File: config.mk
export PLATFORM = sky130hd
export DESIGN_NAME = sdf_twiddle_sequencer
export DESIGN_NICKNAME = d
export VERILOG_FILES = /design/src/rtl/sdf_twiddle_sequencer.sv
export SDC_FILE = /design/constraint.sdc
export NUM_CORES = 1
export LEC_CHECK = 0
export CORE_MARGIN = 5
export CORE_UTILIZATION = 57
export CTS_BUF_LIST = sky130_fd_sc_hd__clkbuf_4
export CTS_CLUSTER_SIZE = 12
export DETAILED_ROUTE_END_ITERATION = 8
export GPL_TIMING_DRIVEN = 0
export HOLD_SLACK_MARGIN = 0.12
export PLACE_DENSITY = 0.84
export RECOVER_POWER = 25
export SYNTH_ARGS = -nofsm -noshare
export SYNTH_HDL_FRONTEND = slang
export SYNTH_SLANG_ARGS = --single-unit
File: constraint.sdc
create_clock -name clk -period 2.3 [get_ports clk]
set_input_delay 0.575 -clock clk [delete_from_list [all_inputs] [get_ports clk]]
set_output_delay 0.575 -clock clk [all_outputs]
set_load 0.01 [all_outputs]
File: src/rtl/sdf_twiddle_sequencer.sv
// Twiddle ROM address sequencer for one radix-2^2 SDF multiplier stage.
// Counts accepted samples per frame and emits the ROM address plus a latency-matched valid/sof pair.
module sdf_twiddle_sequencer #(
  parameter int LOG_N   = 6,
  parameter int M       = 6,
  parameter int ROM_LAT = 1
) (
  input  logic             clk,
  input  logic             rst_n,
  input  logic             in_valid,
  input  logic             in_sof,
  output logic             rom_en,
  output logic [LOG_N-1:0] rom_addr,
  output logic             out_valid,
  output logic             out_sof,
  output logic             busy,
  output logic             sync_err
);

  typedef enum logic {IDLE = 1'b0, RUN = 1'b1} state_t;

  state_t             state_q, state_d;
  logic [M-1:0]       cnt_q, cnt_d;
  logic [M-1:0]       quiet_q, quiet_d;
  logic               accept;
  logic               restart;
  logic               err_d;
  logic [M-1:0]       c_sel;
  logic [1:0]         f;
  logic [M+1:0]       e;
  logic [LOG_N+1:0]   addr_wide;
  logic               rom_en_q;
  logic [LOG_N-1:0]   rom_addr_q, rom_addr_d;
  logic               sof_q;
  logic               sync_err_q;
  logic [ROM_LAT-1:0] pipe_v_q, pipe_v_d;
  logic [ROM_LAT-1:0] pipe_s_q, pipe_s_d;

  always_ff @(posedge clk or negedge rst_n) begin
    if (!rst_n) begin
      state_q <= IDLE;
    end else begin
      state_q <= state_d;
    end
  end

  // quiet_q counts earlier idle cycles at cnt==0; this cycle is the 2^M-th when it is all ones
  always_comb begin
    state_d = state_q;
    case (state_q)
      IDLE: if (in_valid && in_sof) state_d = RUN;
      RUN:  if (!in_valid && (cnt_q == '0) && (quiet_q == '1)) state_d = IDLE;
    endcase
  end

  always_comb begin
    accept  = 1'b0;
    restart = 1'b0;
    err_d   = 1'b0;
    case (state_q)
      IDLE: begin
        if (in_valid) begin
          if (in_sof) begin
            accept  = 1'b1;
            restart = 1'b1;
          end else begin
            err_d = 1'b1;
          end
        end
      end
      RUN: begin
        if (in_valid) begin
          accept = 1'b1;
          if (in_sof) begin
            restart = 1'b1;
            err_d   = (cnt_q != '0);
          end
        end
      end
    endcase
  end

  // The sof resync forces c=0 regardless of where the counter was, overriding any wrap
  always_comb begin
    c_sel     = restart ? '0 : cnt_q;
    cnt_d     = accept ? c_sel + 1'b1 : cnt_q;
    quiet_d   = ((state_q == RUN) && !in_valid && (cnt_q == '0)) ? quiet_q + 1'b1 : '0;
    f         = {c_sel[M-2], c_sel[M-1]};
    e         = (M+2)'(f) * (M+2)'(c_sel[M-3:0]);
    addr_wide = (LOG_N+2)'(e) << (LOG_N - M);
    rom_addr_d = accept ? addr_wide[LOG_N-1:0] : rom_addr_q;
  end

  for (genvar gi = 0; gi < ROM_LAT; gi++) begin : g_pipe
    if (gi == 0) begin : g_head
      assign pipe_v_d[gi] = rom_en_q;
      assign pipe_s_d[gi] = sof_q;
    end else begin : g_tail
      assign pipe_v_d[gi] = pipe_v_q[gi-1];
      assign pipe_s_d[gi] = pipe_s_q[gi-1];
    end
  end

  always_ff @(posedge clk or negedge rst_n) begin
    if (!rst_n) begin
      cnt_q      <= '0;
      quiet_q    <= '0;
      rom_en_q   <= 1'b0;
      rom_addr_q <= '0;
      sof_q      <= 1'b0;
      sync_err_q <= 1'b0;
      pipe_v_q   <= '0;
      pipe_s_q   <= '0;
    end else begin
      cnt_q      <= cnt_d;
      quiet_q    <= quiet_d;
      rom_en_q   <= accept;
      rom_addr_q <= rom_addr_d;
      sof_q      <= accept & in_sof;
      sync_err_q <= err_d;
      pipe_v_q   <= pipe_v_d;
      pipe_s_q   <= pipe_s_d;
    end
  end

  always @(posedge clk) begin
    if (rst_n && accept) begin
      assert (addr_wide < ((LOG_N+2)'(1) << LOG_N));
    end
  end

  assign rom_en    = rom_en_q;
  assign rom_addr  = rom_addr_q;
  assign out_valid = pipe_v_q[ROM_LAT-1];
  assign out_sof   = pipe_s_q[ROM_LAT-1];
  assign sync_err  = sync_err_q;
  assign busy      = (state_q == RUN) | rom_en_q | (|pipe_v_q);

endmodule

==> impl_results.md <==
- Detail Placement HPWL: around 1800 um
- Outcome: finished, final reports clean
- Min-Delay Path Depth: 0
- Total number of placement rows: 16
- Number of buffer cells added on primary ports: 14
- Number of fill cells: ~140
- Number of enable-type register cells in the synthesized netlist: 0
- Headroom to the max-slew limit: around a third
- Layout cell share with drive strength beyond 1: 10.87%
- Hold slack final: 0.3771 ns
- CTS clock-pin slew for the worst setup and hold paths: ~0.13 ns
- Signal arrival time at the worst endpoint: 2.39 ns
- Top area cells in the synthesized netlist: sky130_fd_sc_hd__dfrtp_1 48%, sky130_fd_sc_hd__nand2_1 5.7%, sky130_fd_sc_hd__ha_1 5.0%
- Delay of the slowest critical-path stage: a little over 0.4 ns
- Number of antenna violations at the first check in global routing: 0
- Design Power: between 0.9 and 1 mW
- Initial detailed-routing violation count: 25
- Boundary pin count: 15
- Number of cells in the finished layout apart from fillers: 165
- Area growth, synth to finish: 16.03%
- Count of placed standard cells including taps: 160
- Largest vdd supply drop: 0.0005803 V
- Clock Latency Late Sink: about 0.31 ns
- Net count reported at finish: 149
- Setup repair after global routing missed its margin: false
- Number of max-cap violations: 0
- Type of the worst setup path: in -> reg
- # hold bufs at CTS: 0
- Total Routed Length: 2385 um
- Global placer's final weighted congestion: about 0.81
- Count leader, synth: sky130_fd_sc_hd__dfrtp_1
- Maximum number of pins on one net before global-route repair: 25
- DIE HEIGHT: between 50 and 60 um
- Share of Yosys cell area claimed by the top area cell type: 48.39%
- Die Area: 3211 um^2
- Wire length of the first global-routing pass: 4022 um
- Area leader, netlist: sky130_fd_sc_hd__dfrtp_1
- Worst Path Max Fanout: 10
- Synthesized area divided by synthesized cell count: roughly 10 um^2
- Worst-case hold path end point: out_sof$_DFF_PN0_
- Most used cell, CP: sky130_fd_sc_hd__inv_1
- Setup slack on the worst flop-to-flop path: 0.28 ns
- TritonCTS buffer count: 3
- Number of storage elements in the synthesis netlist: 24
- Post-synthesis sequential area ratio: 48.39%
- Gr ovfl total: 0
- F_max: approximately 0.46 GHz
- Detailed-routing iteration count for the pre-antenna-repair pass: 5
- Worst reg2reg path startpoint: cnt_q[4]$_DFFE_PN0P_
- Cell variety after synth: 38
- Primary FF master, synth: sky130_fd_sc_hd__dfrtp_1
- PwrDens: 635.6 nW/um^2
- Vias in the first global route: approximately 910
- Max-slew violation count: 0
- Yosys synthesis warning count: 0
- Net count after synthesis: between 100 and 150
- Final critical delay including setup and external delays: 2.170 ns
- DP Worst Slack: -0.5437 ns
- Category of the worst setup path capture point: flop
- Final hold vios: 0
- Clock root buffer: sky130_fd_sc_hd__clkbuf_4
- Measured slew at the worst slew-check pin: 1.005 ns
- Worst path setup slack after routing: 0.1296 ns
- Cells traversed along the worst timing path: dlygate4sd2_1 -> nand2_2 -> buf_6 -> and3_1 -> ha_1 -> inv_1 -> fa_1 -> inv_1 -> a21oi_1 -> o41ai_1
- Critical-path cell with the highest stage delay: sky130_fd_sc_hd__fa_1
- Total track usage: 15.91%
- Cells after Synth: 119
- DR vias: 954
- Diode count: 0
- Worst reg-to-reg path cell count: 8
- Clock tree from TritonCTS: done
- Effective utilization at floorplan: about 60%
- Cell area after technology mapping: between 1000 and 1500 um^2
- Core Footprint: 2022 um^2
- Post-route fraction of the period consumed by the critical path: 94.37%
- Die span in x: 56.67 um
- Most common library cells after synthesis: 24 x sky130_fd_sc_hd__dfrtp_1, 19 x sky130_fd_sc_hd__nand2_1, 8 x sky130_fd_sc_hd__nor2_1
- Capture instance of the worst register-to-register path: rom_addr[5]$_DFFE_PN0P_
- Number of H-tree levels: 1
- Detailed-route wire length per cell: about 14 um
- Final-report setup violation count: 0
- Critical hold path startpoint: pipe_s_d$_DFF_PN0_
- Worst EP required: approximately 2.5 ns
- Static power due to leakage: 0.6666 nW
- Hold Crit Class: reg -> reg
- Remaining routing DRC violations: 0
- Post-synth ARST share: 100.0%
- Kind of start point of the critical path: input port
- TritonCTS sink count: 24
- Detail Route Antenna Nets: 0
- Clock Tree Buf Depth: 2
- Final clock skew: about 0.0034 ns
- Mean number of vias per cell: 5.782
-- metrics by stage --
step	TNS (ns)	utilization (%)	cell area, um^2
4_1_cts	0	73.08	1478
2_1_floorplan	0	-	1241
3_3_place_gp	-1.661	69.99	1415
5_1_grt	0	71.23	1440
3_5_place_dp	-1.922	69.99	1415
6_report	0	71.23	1440
-- power breakdown --
part	switching [mW]	internal, mW
clock network	0.127	0.176
logic	0.0701	0.0492
registers	0.0400	0.453
total	0.237	0.679
-- cell usage in the layout, fill, tap and decap left out, types with 2 or more instances in the layout --
| cell | synthesis | layout |
|---|---|---|
| sky130_fd_sc_hd__dfrtp_1 | 24 | 23 |
| sky130_fd_sc_hd__nand2_1 | 19 | 19 |
| sky130_fd_sc_hd__clkdlybuf4s50_1 | 0 | 11 |
| sky130_fd_sc_hd__nor2_1 | 8 | 8 |
| sky130_fd_sc_hd__nand3_1 | 7 | 7 |
| sky130_fd_sc_hd__o21ai_0 | 6 | 7 |
| sky130_fd_sc_hd__inv_1 | 6 | 6 |
| sky130_fd_sc_hd__ha_1 | 5 | 5 |
| sky130_fd_sc_hd__and2_1 | 4 | 4 |
| sky130_fd_sc_hd__xor2_1 | 4 | 4 |
| sky130_fd_sc_hd__a21oi_1 | 4 | 4 |
| sky130_fd_sc_hd__and3_1 | 3 | 3 |
| sky130_fd_sc_hd__clkbuf_4 | 0 | 3 |
| sky130_fd_sc_hd__nand4_1 | 1 | 2 |
| sky130_fd_sc_hd__a21o_1 | 2 | 2 |
| sky130_fd_sc_hd__mux2i_1 | 2 | 2 |
| sky130_fd_sc_hd__dlygate4sd2_1 | 0 | 2 |
-- repair_timing --
| action | in CTS | in global routing |
|---|---|---|
| buffers inserted | 1 | 0 |
| gates cloned | 0 | 0 |
| endpoints found under the setup margin | 5 | 1 |
| resized for setup | 4 | 1 |
-- registers in the layout (all words and copies together), names as in the netlist --
signal / count
pipe_s_d: 1
rom_en: 1
out_sof: 1
quiet_q: 6
out_valid: 1
sync_err: 1
cnt_q: 6
state_q: 1
rom_addr: 6
-- cell type report --
| class | count | area (um^2) | area share, % |
|---|---|---|---|
| sequential | 24 | 601.8 | 41.79 |
| timing repair buffer | 15 | 147.6 | 10.25 |
| clock buffer | 3 | 22.52 | 1.564 |
| buffer | 2 | 15.01 | 1.043 |
| multi-input combinational | 86 | 563.0 | 39.10 |
| tap | 27 | 33.78 | 2.346 |
| inverter | 7 | 26.28 | 1.825 |
| clock inverter | 1 | 30.03 | 2.085 |
-- worst max path at each step --
stage,startpoint,end,depth (start not counted)
2_1_floorplan,in_sof,rom_addr[5]$_DFFE_PN0P_,8
3_3_place_gp,in_sof,rom_addr[5]$_DFFE_PN0P_,9
3_5_place_dp,in_sof,rom_addr[5]$_DFFE_PN0P_,9
4_1_cts,state_q$_DFF_PN0_,busy,2
5_1_grt,in_sof,rom_addr[5]$_DFFE_PN0P_,10
6_report,in_sof,rom_addr[5]$_DFFE_PN0P_,10
-- worst max-delay path, delay by kind of cell --
kind                     cells  cell delay, ns
AO/OA/AOI/OAI                2            0.31
adder cells (fa/ha/maj)      2            0.59
buffers and inverters        4            0.60
AND/OR/NAND/NOR              2            0.31
-- cell families after synthesis --
kind of cell    Yosys count  synth area share [%]
simple gates             52                 23.59
flops                    24                 48.39
compound gates           21                 12.80
buf+inv                   9                 3.427
fa+ha+maj                 6                 6.653
xor+xnor                  5                 3.528
mux                       2                 1.613
-- routing by layer --
layer / GRT usage [%] / wire length [um]
met5: 0 / 0
met4: 4.407 / 25
met3: 3.211 / 125
met2: 26.57 / 1142
met1: 20.78 / 1091
No activity file was read; power rests on OpenSTA's default activity.
